<file path="src/rtl/gamma_sequencer.sv">
// gamma_sequencer: sequences one race-logic gamma cycle (SET pulse, RUN window,
// REPORT) and timestamps the first rising edge on each spike line.
module gamma_sequencer #(
  parameter int unsigned GAMMA_CYCLE_WIDTH = 16,
  parameter int unsigned PULSE_WIDTH       = 8,
  parameter int unsigned NUM_LINES         = 4,
  localparam int unsigned TW = $clog2(GAMMA_CYCLE_WIDTH) + 1,
  localparam int unsigned WW = (NUM_LINES > 1) ? $clog2(NUM_LINES) : 1
) (
  input  logic                      aclk,
  input  logic                      grst_n,
  input  logic                      start,
  input  logic                      continuous,
  input  logic [NUM_LINES-1:0]      lines_in,
  output logic                      set_out,
  output logic                      busy,
  output logic                      done,
  output logic [NUM_LINES*TW-1:0]   times,
  output logic [NUM_LINES-1:0]      fired,
  output logic [WW-1:0]             winner,
  output logic                      winner_valid
);

  localparam int unsigned CW = $clog2(PULSE_WIDTH) + 1;
  localparam logic [TW-1:0] T_INF  = TW'(GAMMA_CYCLE_WIDTH);
  localparam logic [TW-1:0] T_LAST = TW'(GAMMA_CYCLE_WIDTH - 1);
  localparam logic [CW-1:0] S_LAST = CW'(PULSE_WIDTH - 1);

  typedef enum logic [1:0] {IDLE, SET, RUN, REPORT} state_t;

  state_t                    state, state_nxt;
  logic [CW-1:0]             set_cnt;
  logic [TW-1:0]             t_cnt;
  logic [NUM_LINES-1:0]      prev;
  logic [NUM_LINES*TW-1:0]   times_nxt;
  logic [NUM_LINES-1:0]      fired_nxt;
  logic [TW-1:0]             best;
  logic                      found;
  logic [WW-1:0]             winner_c;
  logic                      enter_set;

  // State register plus status outputs registered from the next state
  always_ff @(posedge aclk or negedge grst_n) begin
    if (!grst_n) begin
      state   <= IDLE;
      set_out <= 1'b0;
      busy    <= 1'b0;
      done    <= 1'b0;
    end else begin
      state   <= state_nxt;
      set_out <= (state_nxt == SET);
      busy    <= (state_nxt != IDLE);
      done    <= (state_nxt == REPORT);
    end
  end

  // Next-state logic; start is only looked at in IDLE
  always_comb begin
    state_nxt = state;
    case (state)
      IDLE:    if (start) state_nxt = SET;
      SET:     if (set_cnt == S_LAST) state_nxt = RUN;
      RUN:     if (t_cnt == T_LAST) state_nxt = REPORT;
      REPORT:  state_nxt = continuous ? SET : IDLE;
      default: state_nxt = IDLE;
    endcase
  end

  assign enter_set = (state_nxt == SET) && (state != SET);

  // First-edge capture for this cycle, and the earliest-line pick including it
  always_comb begin
    times_nxt = times;
    fired_nxt = fired;
    best      = T_INF;
    found     = 1'b0;
    winner_c  = '0;
    for (int i = 0; i < NUM_LINES; i++) begin
      if (state == RUN && lines_in[i] && !prev[i] && !fired[i]) begin
        times_nxt[i*TW +: TW] = t_cnt;
        fired_nxt[i]          = 1'b1;
      end
    end
    for (int i = 0; i < NUM_LINES; i++) begin
      if (fired_nxt[i] && (!found || times_nxt[i*TW +: TW] < best)) begin
        found    = 1'b1;
        best     = times_nxt[i*TW +: TW];
        winner_c = WW'(i);
      end
    end
  end

  // Counters, edge history and result registers
  always_ff @(posedge aclk or negedge grst_n) begin
    if (!grst_n) begin
      set_cnt      <= '0;
      t_cnt        <= '0;
      prev         <= '0;
      times        <= {NUM_LINES{T_INF}};
      fired        <= '0;
      winner       <= '0;
      winner_valid <= 1'b0;
    end else if (enter_set) begin
      set_cnt      <= '0;
      t_cnt        <= '0;
      prev         <= '0;
      times        <= {NUM_LINES{T_INF}};
      fired        <= '0;
      winner       <= '0;
      winner_valid <= 1'b0;
    end else if (state == SET) begin
      if (set_cnt != S_LAST) set_cnt <= set_cnt + CW'(1);
    end else if (state == RUN) begin
      times <= times_nxt;
      fired <= fired_nxt;
      prev  <= lines_in;
      if (t_cnt != T_LAST) begin
        t_cnt <= t_cnt + TW'(1);
      end else begin
        winner       <= winner_c;
        winner_valid <= found;
      end
    end
  end

endmodule

</file>
<file path="config.mk">
export PLATFORM = sky130hd
export DESIGN_NAME = gamma_sequencer
export DESIGN_NICKNAME = d
export VERILOG_FILES = /design/src/rtl/gamma_sequencer.sv
export SDC_FILE = /design/constraint.sdc
export NUM_CORES = 1
export LEC_CHECK = 0
export BUFFER_PORTS_ARGS = -buffer_cell sky130_fd_sc_hd__clkbuf_2
export CAP_MARGIN = 30
export CORE_ASPECT_RATIO = 0.75
export CORE_UTILIZATION = 55
export CTS_BUF_LIST = sky130_fd_sc_hd__clkbuf_8 sky130_fd_sc_hd__clkbuf_16
export DETAILED_ROUTE_END_ITERATION = 7
export GPL_ROUTABILITY_DRIVEN = 0
export MAX_ROUTING_LAYER = met4
export PLACE_DENSITY = 0.81
export SYNTH_ARGS = -nofsm -noshare
export SYNTH_HDL_FRONTEND = slang
export SYNTH_SLANG_ARGS = --single-unit
</file>
<file path="constraint.sdc">
create_clock -name aclk -period 11.1 [get_ports aclk]
set_clock_uncertainty 0.15 [all_clocks]
set_input_delay 0.555 -clock aclk [delete_from_list [all_inputs] [get_ports aclk]]
set_output_delay 0.555 -clock aclk [all_outputs]
set_load 0.01 [all_outputs]
</file>
## After elaboration in Yosys (flattened, before gate mapping)

Index checks and enable logic that the tools add are counted.
W data, S select, Z words.

- Flip-flop bits (word level): 45
- Output and inout port bits: 30
- Word-level logic and storage cells: 115

- $add $sub $neg: 2
- Order comparisons: 3
- Eq/ne operators: 12
- Mux-type cells: 47
- Reduce and logical (&&, ||, !) cells: 40

Operators by type and width:

| kind | number |
|---|---|
| $mux W20 | 3 |
| $mux W5 | 11 |
| $mux W4 | 9 |
| $mux W2 | 9 |
| $logic_and A1 B1 Y1 | 16 |
| $lt A5 B5 Y1 | 3 |
| $mux W1 | 14 |
| $logic_not A1 Y1 | 11 |
| $reduce_bool A2 Y1 | 5 |
| $pmux W2 S4 | 1 |
| $eq A2 B2 Y1 const B | 3 |
| $reduce_and A3 Y1 | 2 |
| $add A5 B1 Y5 const B | 1 |
| $eq A5 B4 Y1 const B | 1 |
| $ne A5 B4 Y1 const B | 1 |
| $add A4 B1 Y4 const B | 1 |
| $eq A2 B1 Y1 const B | 2 |
| $eq A4 B3 Y1 const B | 1 |
| $ne A2 B2 Y1 const B | 2 |
| $ne A4 B3 Y1 const B | 1 |
| $reduce_and A2 Y1 | 2 |
| $logic_or A1 B1 Y1 | 3 |
| $logic_not A2 Y1 | 1 |
| $ne A2 B1 Y1 const B | 1 |

## Depth between registers and ports, before layout

Gate-level depths: netlist (run 1).

- Depth in word-level cells: 22
- Gate-level depth with buffers: 25

## Worst setup path before layout (run 1)

No wires, ideal clock.

- Kind: input -> register
- Start: input port lines_in[1]
- End: register winner[0]
- Library setup time: 68 ps
- Arrival: 5378 ps
- Path slack: 5504 ps
- Stages: 24
- Cell sequence: and4bb_4 > and2_4 > buf_6 > mux2i_1 > inv_1 > ha_1 > a211o_1 > a21oi_1 > o21ai_0 > a21oi_4 > mux2_4 > ha_1 > nand2_1 > o21ai_0 > o32ai_1 > a31oi_1 > mux2_2 > ha_1 > a21oi_1 > o21a_1 > nand2_1 > o211a_1 > a221oi_2 > nand2b_1

- Cells in the longest elaborated chain, start to end: 20
- Elaborated cells between the ends (all ways): 27
- Those cells by class: 3 x order compare; 13 x mux; 11 x reduce/logical

Ends and longest elaborated chain:

| element | line | text |
|---|---|---|
| start: declaration | 14 | `input logic [NUM_LINES-1:0] lines_in,` |
| $logic_and A1 B1 Y1 * (3 in a row) | 79 | `if (state == RUN && lines_in[i] && !prev[i] && !fired[i]) begin` |
| $mux W5 | 79 |  |
| $lt A5 B5 Y1 | 85 | `if (fired_nxt[i] && (!found \|\| times_nxt[i*TW +: TW] < best)) begin` |
| $logic_or A1 B1 Y1 | 85 |  |
| $logic_and A1 B1 Y1 | 85 |  |
| $mux W5 / $mux W1 (equally long branches) | 85 |  |
| $lt A5 B5 Y1 / $logic_not A1 Y1 (equally long branches) | 85 |  |
| $logic_or A1 B1 Y1 | 85 |  |
| (+2 left out) | -- |  |
| $lt A5 B5 Y1 / $logic_not A1 Y1 (equally long branches) | 85 |  |
| $logic_or A1 B1 Y1 | 85 |  |
| $logic_and A1 B1 Y1 | 85 |  |
| $mux W2 * | 85 |  |
| $mux W2 * | 117 | `if (t_cnt != T_LAST) begin` |
| $mux W2 * | 113 | `end else if (state == RUN) begin` |
| $mux W2 * | 111 | `end else if (state == SET) begin` |
| $mux W2 * | 103 | `end else if (enter_set) begin` |
| end signal: assignment | 120 | `winner <= winner_c;` |
| end: declaration | 20 | `output logic [WW-1:0] winner,` |

Mark *: on every way between the ends. The rest lies on a longest branch, timed or not. The select of a mux whose other input is x is not followed.
A chain may end at the register's enable or synchronous reset.

## Worst setup path after layout (run 1)

- Start: register state[0]
- End: register winner[1]

- Cells in the longest elaborated chain, start to end: 22
- Elaborated cells between the ends (all ways): 59
- Those cells by class: 3 x order compare; 7 x eq/ne; 24 x mux; 25 x reduce/logical

Ends and longest elaborated chain:

| element | line | text |
|---|---|---|
| start: declaration | 31 | `state_t state, state_nxt;` |
| start signal: assignment | 50 | `state <= state_nxt;` |
| $eq A2 B2 Y1 | 60, 79, 113 |  |
| $logic_and A1 B1 Y1 (3 in a row) | 79 |  |
| $mux W5 / $mux W1 (equally long branches) | 79 |  |
| $mux W5 / $mux W1 (equally long branches) | 85 |  |
| $lt A5 B5 Y1 / $logic_not A1 Y1 (equally long branches) | 85 |  |
| $logic_or A1 B1 Y1 | 85 |  |
| $logic_and A1 B1 Y1 | 85 |  |
| $mux W5 / $mux W1 (equally long branches) | 85 |  |
| (+4 left out) | -- |  |
| $lt A5 B5 Y1 / $logic_not A1 Y1 (equally long branches) | 85 |  |
| $logic_or A1 B1 Y1 | 85 |  |
| $logic_and A1 B1 Y1 | 85 |  |
| $mux W2 | 85 |  |
| $mux W2 | 117 |  |
| $mux W2 | 113 |  |
| $mux W2 | 111 |  |
| $mux W2 | 103 |  |

Several ways; a longest one is shown, not always the timed one. The select of a mux whose other input is x is not followed.

==> results.py, run 1 <==
metrics = {
    "timing": {
        "finalHoldViolCount": 0,
        "tightest_slew_ps": 754,
        "fin_crit_ps": 6330,
        "slew_viol_final": 0,
        "relSlewSlack": 0.494,
        "rsz0062_at_grt": "no",
        "setup-tns-final_ps": 0,
        "setup_slack_ps": 4770,
        "fin_crit_sh": 0.570,
        "setup_viol": 0,
        "max_freq_mhz": 158,
    },
    "outcome": {
        "status": "finished, final reports clean",
    },
    "synthesis": {
        "synthCells": 284,
        "synth_top_area_frac": 0.372,
        "synth_flop_cell": "dfrtp_1",
        "syn_nets": 307,
        "yosys_register_bits": 45,
        "synth_area_sq_mm": 0.00276,
        "yosysWarnings": 0,
        "yosysTopAreaCell": "dfrtp_1",
        "synth_cell_types": 55,
        "ys_async_sr_fraction": 1.00,
        "yosysSeqAreaShare": 0.410,
        "syn_area_per_cell_sq_um": 9.71,
        "synth-edff-count": 0,
        "synthTopCellsByArea": "dfrtp_1 37%, ha_1 6.8%, mux2_2 4.1%",
    },
    "finish": {
        "diodes": 0,
        "final_common_cell": "dfrtp_1",
        "area_delta_synth_final_pct": 10.5,
        "fill_cells": 373,
        "final_cell_mix": "41 x dfrtp_1, 37 x clkbuf_2, 28 x nand2_1",
        "utilization": 0.659,
        "nNetsFinal": 340,
        "drive_above_1_share": 0.230,
    },
    "drt": {
        "antenna_left": 0,
        "drtIter0Drc": 162,
        "vias_per_cell": 6.05,
        "vias": 2268,
        "first_pass_iters": 4,
        "wl_per_cell_microns": 16.5,
        "drc": 0,
        "wirelength_microns": 6180,
    },
    "floorplan": {
        "rows": 21,
        "die_h_microns": 63.3,
        "core_area_sq_mm": 0.00462,
        "fp.dieArea_sq_mm": 0.00531,
        "io_pins": 38,
        "initial_core_util": 0.597,
        "die_x_microns": 83.8,
    },
    "placed_design": {
        "place_ws_ps": 4860,
        "dp_hpwl_microns": 4480,
        "io_buffers": 37,
    },
    "grt": {
        "antenna_found_initial": 0,
        "grt_max_degree": 46,
        "grt_usage": 0.265,
        "globalRoute.totalOverflow": 0,
        "grt_pass1_wl_microns": 10700,
        "grt_pass1_vias": 2116,
    },
    "clock_network": {
        "cts_inserted_buffers": 5,
        "cts-root-buf": "clkbuf_8",
        "ctsLongestPathBuffers": 2,
        "hold_buffers": 0,
        "cts_resized": 0,
        "clock_latency_ps": 310,
        "htreeDepth": 2,
        "cts.sinks": 45,
        "cts_setup_buffers": 0,
        "cts_tree": "yes",
        "clk_pin_slew_ps": 80,
    },
    "worst_setup_path": {
        "cp_cell_sequence": "and4bb_4, and2_4, mux2i_1, inv_1, ha_1, a211o_1, a21oi_1, o21ai_0, a21oi_4, mux2_4, ha_1, a21oi_1, o21ai_0, o32ai_1, a31oi_1, mux2_2, ha_1, a21oi_1, o21a_1, nand2_1, o211a_1, a221oi_2, a211o_1",
        "critical_path_class": "register to register",
        "critical_path.max_stage_delay_ps": 520,
        "start_kind": "register",
        "worstPathMaxFanout": 14,
        "endpoint_kind": "register",
        "cp_slowest_cell": "dfrtp_1",
        "arrival_ps": 6430,
        "required_ps": 11200,
    },
    "hold_path": {
        "hold_class": "primary input to async pin",
    },
    "pwr": {
        "peakVddDrop_mv": 0.124,
        "power.density_mw_per_mm2": 157,
        "leakage_nw": 1.49,
    },
    "run": {
        "maxCapViolations": 0,
    },
}
## through the flow
step           area [sq um]  instances  hold slack [ps]  total power [mW]
3_5_place_dp           2970        367              309             0.383
4_1_cts                3050        375              190             0.482
3_3_place_gp           2970        367              306             0.376
2_1_floorplan          2760        284              109             0.341
6_report               3050        375              167             0.480
5_1_grt                3050        375              230             0.516
## final timing paths
kind | depth (start not counted) | slack (ps) | endpoint | from
max | 23 | 4770 | winner[1] | state[0]
min | 2 | 170 | fired[0] | grst_n
max reg2reg | 23 | 4770 | winner[1] | state[0]
min reg2reg | 2 | 320 | winner_valid | winner_valid
max in group asynchronous | 2 | 10250 | times[19] | grst_n
min in group aclk | 3 | 320 | prev[0] | lines_in[0]
## sequential cells by signal, summed over array words and instances (netlist names)
name / count
done: 1
fired: 4
state: 2
winner_valid: 1
t_cnt: 5
winner: 2
prev: 4
times: 20
set_out: 1
set_cnt: 4
busy: 1
## critical path: cells and delay by family, from the launching register on
family	cells	cell delay, ps
compound gates	13	2850
flops	1	520
simple gates	3	690
buf+inv	1	80
mux	3	1040
fa+ha+maj	3	940
## final cells by class
| type | count | area, sq um | share of cell area |
|---|---|---|---|
| flip-flops and latches | 45 | 1130 | 0.371 |
| repair buffers | 40 | 208 | 0.0681 |
| well taps | 57 | 71.3 | 0.0234 |
| clock inverters | 3 | 13.8 | 0.00452 |
| multi-input cells | 210 | 1500 | 0.492 |
| inverters | 15 | 56.3 | 0.0185 |
| clock buffers | 5 | 68.8 | 0.0226 |
## metal layers
| metal | part of all wire | GRT usage | vias to the layer above |
|---|---|---|---|
| met5 | 0 | - | - |
| met2 | 0.43 | 0.378 | 62 |
| met1 | 0.51 | 0.383 | 1103 |
| li1 | - | - | 1096 |
| met4 | 0.011 | 0.0572 | 0 |
| met3 | 0.047 | 0.0668 | 7 |
## cells in the mapped netlist, drive strengths merged, types with 4 or more instances
cell	number
a21oi	12
a22o	9
a22oi	5
buf	8
clkbuf	6
dfrtp	41
dfstp	4
ha	15
inv	15
mux2	14
mux2i	11
nand2	28
nand3	16
nor2	21
nor3	4
o21ai	24
## kinds of logic (layout without fill, tap and decap cells)
group | after synthesis | count (layout) | synth area share
xor gates and xnor gates | 2 | 2 | 0.00635
DFF | 45 | 45 | 0.410
adders and majority gates | 15 | 15 | 0.0680
AOI/OAI and AO/OA | 77 | 77 | 0.196
buffers and inverters | 29 | 63 | 0.0467
and+or+nand+nor | 91 | 91 | 0.171
muxes | 25 | 25 | 0.102
## report_power, final
group | total, mW | switching (mW) | leakage [nW] | internal [mW]
logic | 0.151 | 0.0912 | 0.844 | 0.0597
registers | 0.229 | 0.0353 | 0.597 | 0.194
clock network | 0.0995 | 0.0567 | 0.0491 | 0.0428
No activity file was read; power rests on OpenSTA's default activity.
==> inputs of run 2 (changes only) <==
--- a/config.mk
+++ b/config.mk
@@ -5,15 +5,16 @@
 export SDC_FILE = /design/constraint.sdc
 export NUM_CORES = 1
 export LEC_CHECK = 0
+export ABC_AREA = 1
 export BUFFER_PORTS_ARGS = -buffer_cell sky130_fd_sc_hd__clkbuf_2
 export CAP_MARGIN = 30
 export CORE_ASPECT_RATIO = 0.75
-export CORE_UTILIZATION = 55
+export CORE_UTILIZATION = 51
 export CTS_BUF_LIST = sky130_fd_sc_hd__clkbuf_8 sky130_fd_sc_hd__clkbuf_16
 export DETAILED_ROUTE_END_ITERATION = 7
 export GPL_ROUTABILITY_DRIVEN = 0
 export MAX_ROUTING_LAYER = met4
-export PLACE_DENSITY = 0.81
+export PLACE_DENSITY = 0.8
 export SYNTH_ARGS = -nofsm -noshare
 export SYNTH_HDL_FRONTEND = slang
 export SYNTH_SLANG_ARGS = --single-unit
==> constraint.sdc (replaced) <==
create_clock -name aclk -period 5.45 [get_ports aclk]
set_clock_uncertainty 0.15 [all_clocks]
set_input_delay 0.2725 -clock aclk [delete_from_list [all_inputs] [get_ports aclk]]
set_output_delay 0.2725 -clock aclk [all_outputs]
set_load 0.01 [all_outputs]
==> run 2 against run 1 <==
Net effect:
- synthesized area is 9.5% lower
- combinational power grew to 3.0 times the previous value
- hold slack worse by 87 ps
- largest power group is now combinational cells
- first-iteration DRC count is 17% lower
- via count is 3.0% lower
- utilization is 3.3 points lower
- global-route usage is 2.2 points lower
- clock power is 110% higher
- sequential power is 93% higher
- worst setup slack worse by 4300 ps
- flip-flop and latch count stayed put
==> results.py, run 2 <==
metrics = {
    "floorplan": {
        "core_area_sq_mm": 0.00457,
        "die_x_microns": 82.8,
        "rows": 21,
        "io_pins": 38,
        "fp.dieArea_sq_mm": 0.00518,
        "initial_core_util": 0.546,
        "die_h_microns": 62.6,
    },
    "clock_network": {
        "clk_pin_slew_ps": 80,
        "cts_setup_buffers": 0,
        "cts_inserted_buffers": 5,
        "clock_latency_ps": 300,
        "htreeDepth": 2,
        "cts-root-buf": "clkbuf_8",
        "cts.sinks": 45,
        "ctsLongestPathBuffers": 2,
        "cts_tree": "yes",
    },
    "grt": {
        "grt_pass1_wl_microns": 9290,
        "grt_pass1_vias": 2068,
        "grt_usage": 0.243,
        "antenna_found_initial": 0,
        "grt_max_degree": 29,
        "globalRoute.totalOverflow": 0,
    },
    "timing": {
        "tightest_slew_ps": 745,
        "setup-tns-final_ps": 0,
        "fin_crit_sh": 0.911,
        "rsz0062_at_grt": "no",
        "slew_viol_final": 0,
        "setup_viol": 0,
        "max_freq_mhz": 201,
        "relSlewSlack": 0.503,
        "finalHoldViolCount": 0,
        "fin_crit_ps": 4970,
    },
    "worst_setup_path": {
        "critical_path.max_stage_delay_ps": 420,
        "cp_slowest_cell": "dfrtp_1",
        "critical_path_class": "register to register",
        "required_ps": 5550,
        "endpoint_kind": "register",
        "arrival_ps": 5060,
        "crit_path_frequent_cell": "nand2_1",
        "start_kind": "register",
        "worstPathMaxFanout": 11,
    },
    "synthesis": {
        "syn_nets": 350,
        "syn_area_per_cell_sq_um": 7.63,
        "yosys_register_bits": 45,
        "synth_area_sq_mm": 0.00250,
        "synth_top_area_frac": 0.411,
        "synth_flop_cell": "dfrtp_1",
        "synth_common_cells": "97 x nand2_1, 59 x inv_1, 41 x dfrtp_1, 35 x o21ai_0, 24 x nor2_1",
        "yosysWarnings": 0,
        "synth-edff-count": 0,
        "synthCells": 327,
        "ys_async_sr_fraction": 1.00,
        "synthTopCellsByArea": "dfrtp_1 41%, nand2_1 15%, inv_1 8.9%",
        "yosysTopAreaCell": "dfrtp_1",
        "synth_cell_types": 27,
        "synth.most_common_cell": "nand2_1",
        "yosysSeqAreaShare": 0.453,
    },
    "finish": {
        "final_common_cell": "nand2_1",
        "drive_above_1_share": 0.170,
        "top_regs": "times (20), t_cnt (5)",
        "final_cell_mix": "96 x nand2_1, 61 x inv_1, 41 x dfrtp_1",
        "utilization": 0.626,
        "nNetsFinal": 393,
        "largest_reg_flops": 20,
        "area_delta_synth_final_pct": 14.7,
        "diodes": 0,
        "regMostFlops": "times",
    },
    "placed_design": {
        "io_buffers": 37,
        "dp_hpwl_microns": 4200,
    },
    "drt": {
        "drtIter0Drc": 134,
        "wl_per_cell_microns": 12.9,
        "vias": 2200,
        "first_pass_iters": 4,
        "antenna_left": 0,
        "drc": 0,
        "wirelength_microns": 5510,
        "vias_per_cell": 5.14,
    },
    "run": {
        "maxCapViolations": 0,
    },
    "pwr": {
        "leakage_nw": 1.68,
        "total_power_mw": 1.11,
        "power.density_mw_per_mm2": 386,
        "peakVddDrop_mv": 0.230,
    },
    "outcome": {
        "status": "finished, final reports clean",
    },
    "hold_path": {
        "hold_class": "primary input to register",
    },
}
-- run 2: cell types whose count changed in the layout (fill, tap and decap cells not counted), sizes merged, moves of 6 or more --
| cell | delta |
|---|---|
| mux2 | -14 |
| a21oi | -6 |
| inv | +46 |
| a22o | -9 |
| nand2 | +74 |
| o21ai | +14 |
| mux2i | -11 |
-- run 2: cell families (layout without fill, tap and decap cells) --
group / count (synthesis) / after routing / synth area share
AND/OR/NAND/NOR: 154 / 154 / 0.268
buffers and inverters: 63 / 107 / 0.0952
AO/OA/AOI/OAI: 50 / 50 / 0.108
flip-flops: 45 / 45 / 0.453
adder cells (fa/ha/maj): 15 / 15 / 0.0752
-- run 2: critical path: cells and delay by family, from the launching register on --
family,cells,cell delay [ps]
AOI/OAI and AO/OA,8,1390
adders and majority gates,3,890
buffers and inverters,2,200
DFF,1,420
and+or+nand+nor,21,1840
-- run 2: through the flow --
| stage | instance area (sq um) | worst slack (ps) | std cells | hold slack (ps) |
|---|---|---|---|---|
| 6_report | 2860 | 483 | 428 | 79.6 |
| 2_1_floorplan | 2500 | 1050 | 327 | -173 |
| 5_1_grt | 2860 | 41.7 | 428 | 99.5 |
| 4_1_cts | 2860 | 429 | 428 | 76.3 |
| 3_3_place_gp | 2740 | 718 | 418 | 319 |
| 3_5_place_dp | 2760 | 475 | 419 | 108 |
-- run 2: timing repair --
item | 4_1_cts | 5_1_grt
endpoints found under the setup margin | 0 | 2
hold buffers | 1 | 0
resized for setup | 0 | 5
endpoints found under the hold margin | 15 | 0
-- run 2: worst paths after layout --
path,slack (ps),to,from,depth (start not counted)
setup / recovery,480,winner[0],state[0],34
hold / removal,80,prev[3],lines_in[3],3
setup reg to reg,480,winner[0],state[0],34
hold reg to reg,340,prev[3],prev[3],2
max in group asynchronous,4270,times[9],grst_n,3
min in group asynchronous,300,times[15],grst_n,2
-- run 2: final cells by class --
| cell class | instances | area (sq um) |
|---|---|---|
| Inverter | 60 | 225 |
| Tap cell | 57 | 71.3 |
| Fill cell | 416 | 1710 |
| Clock buffer | 6 | 82.6 |
| Sequential cell | 45 | 1130 |
| Clock inverter | 2 | 7.51 |
| Timing Repair Buffer | 39 | 215 |
| Multi-Input combinational cell | 219 | 1130 |
-- run 2: layer usage --
metal  vias to the layer above  track usage  share of wire
met5                         -            -              0
met4                         0       0.0862          0.016
met3                         9       0.0380          0.049
met2                        59        0.340           0.43
met1                      1017        0.356           0.50
li1                       1115            -              -
-- run 2: power by group --
part / internal, mW / leakage, nW / total (mW) / switching (mW)
clock: 0.0999 / 0.0538 / 0.213 / 0.113
sequential: 0.398 / 0.600 / 0.443 / 0.0451
combinational: 0.140 / 1.02 / 0.450 / 0.310
total: 0.637 / 1.68 / 1.11 / 0.468
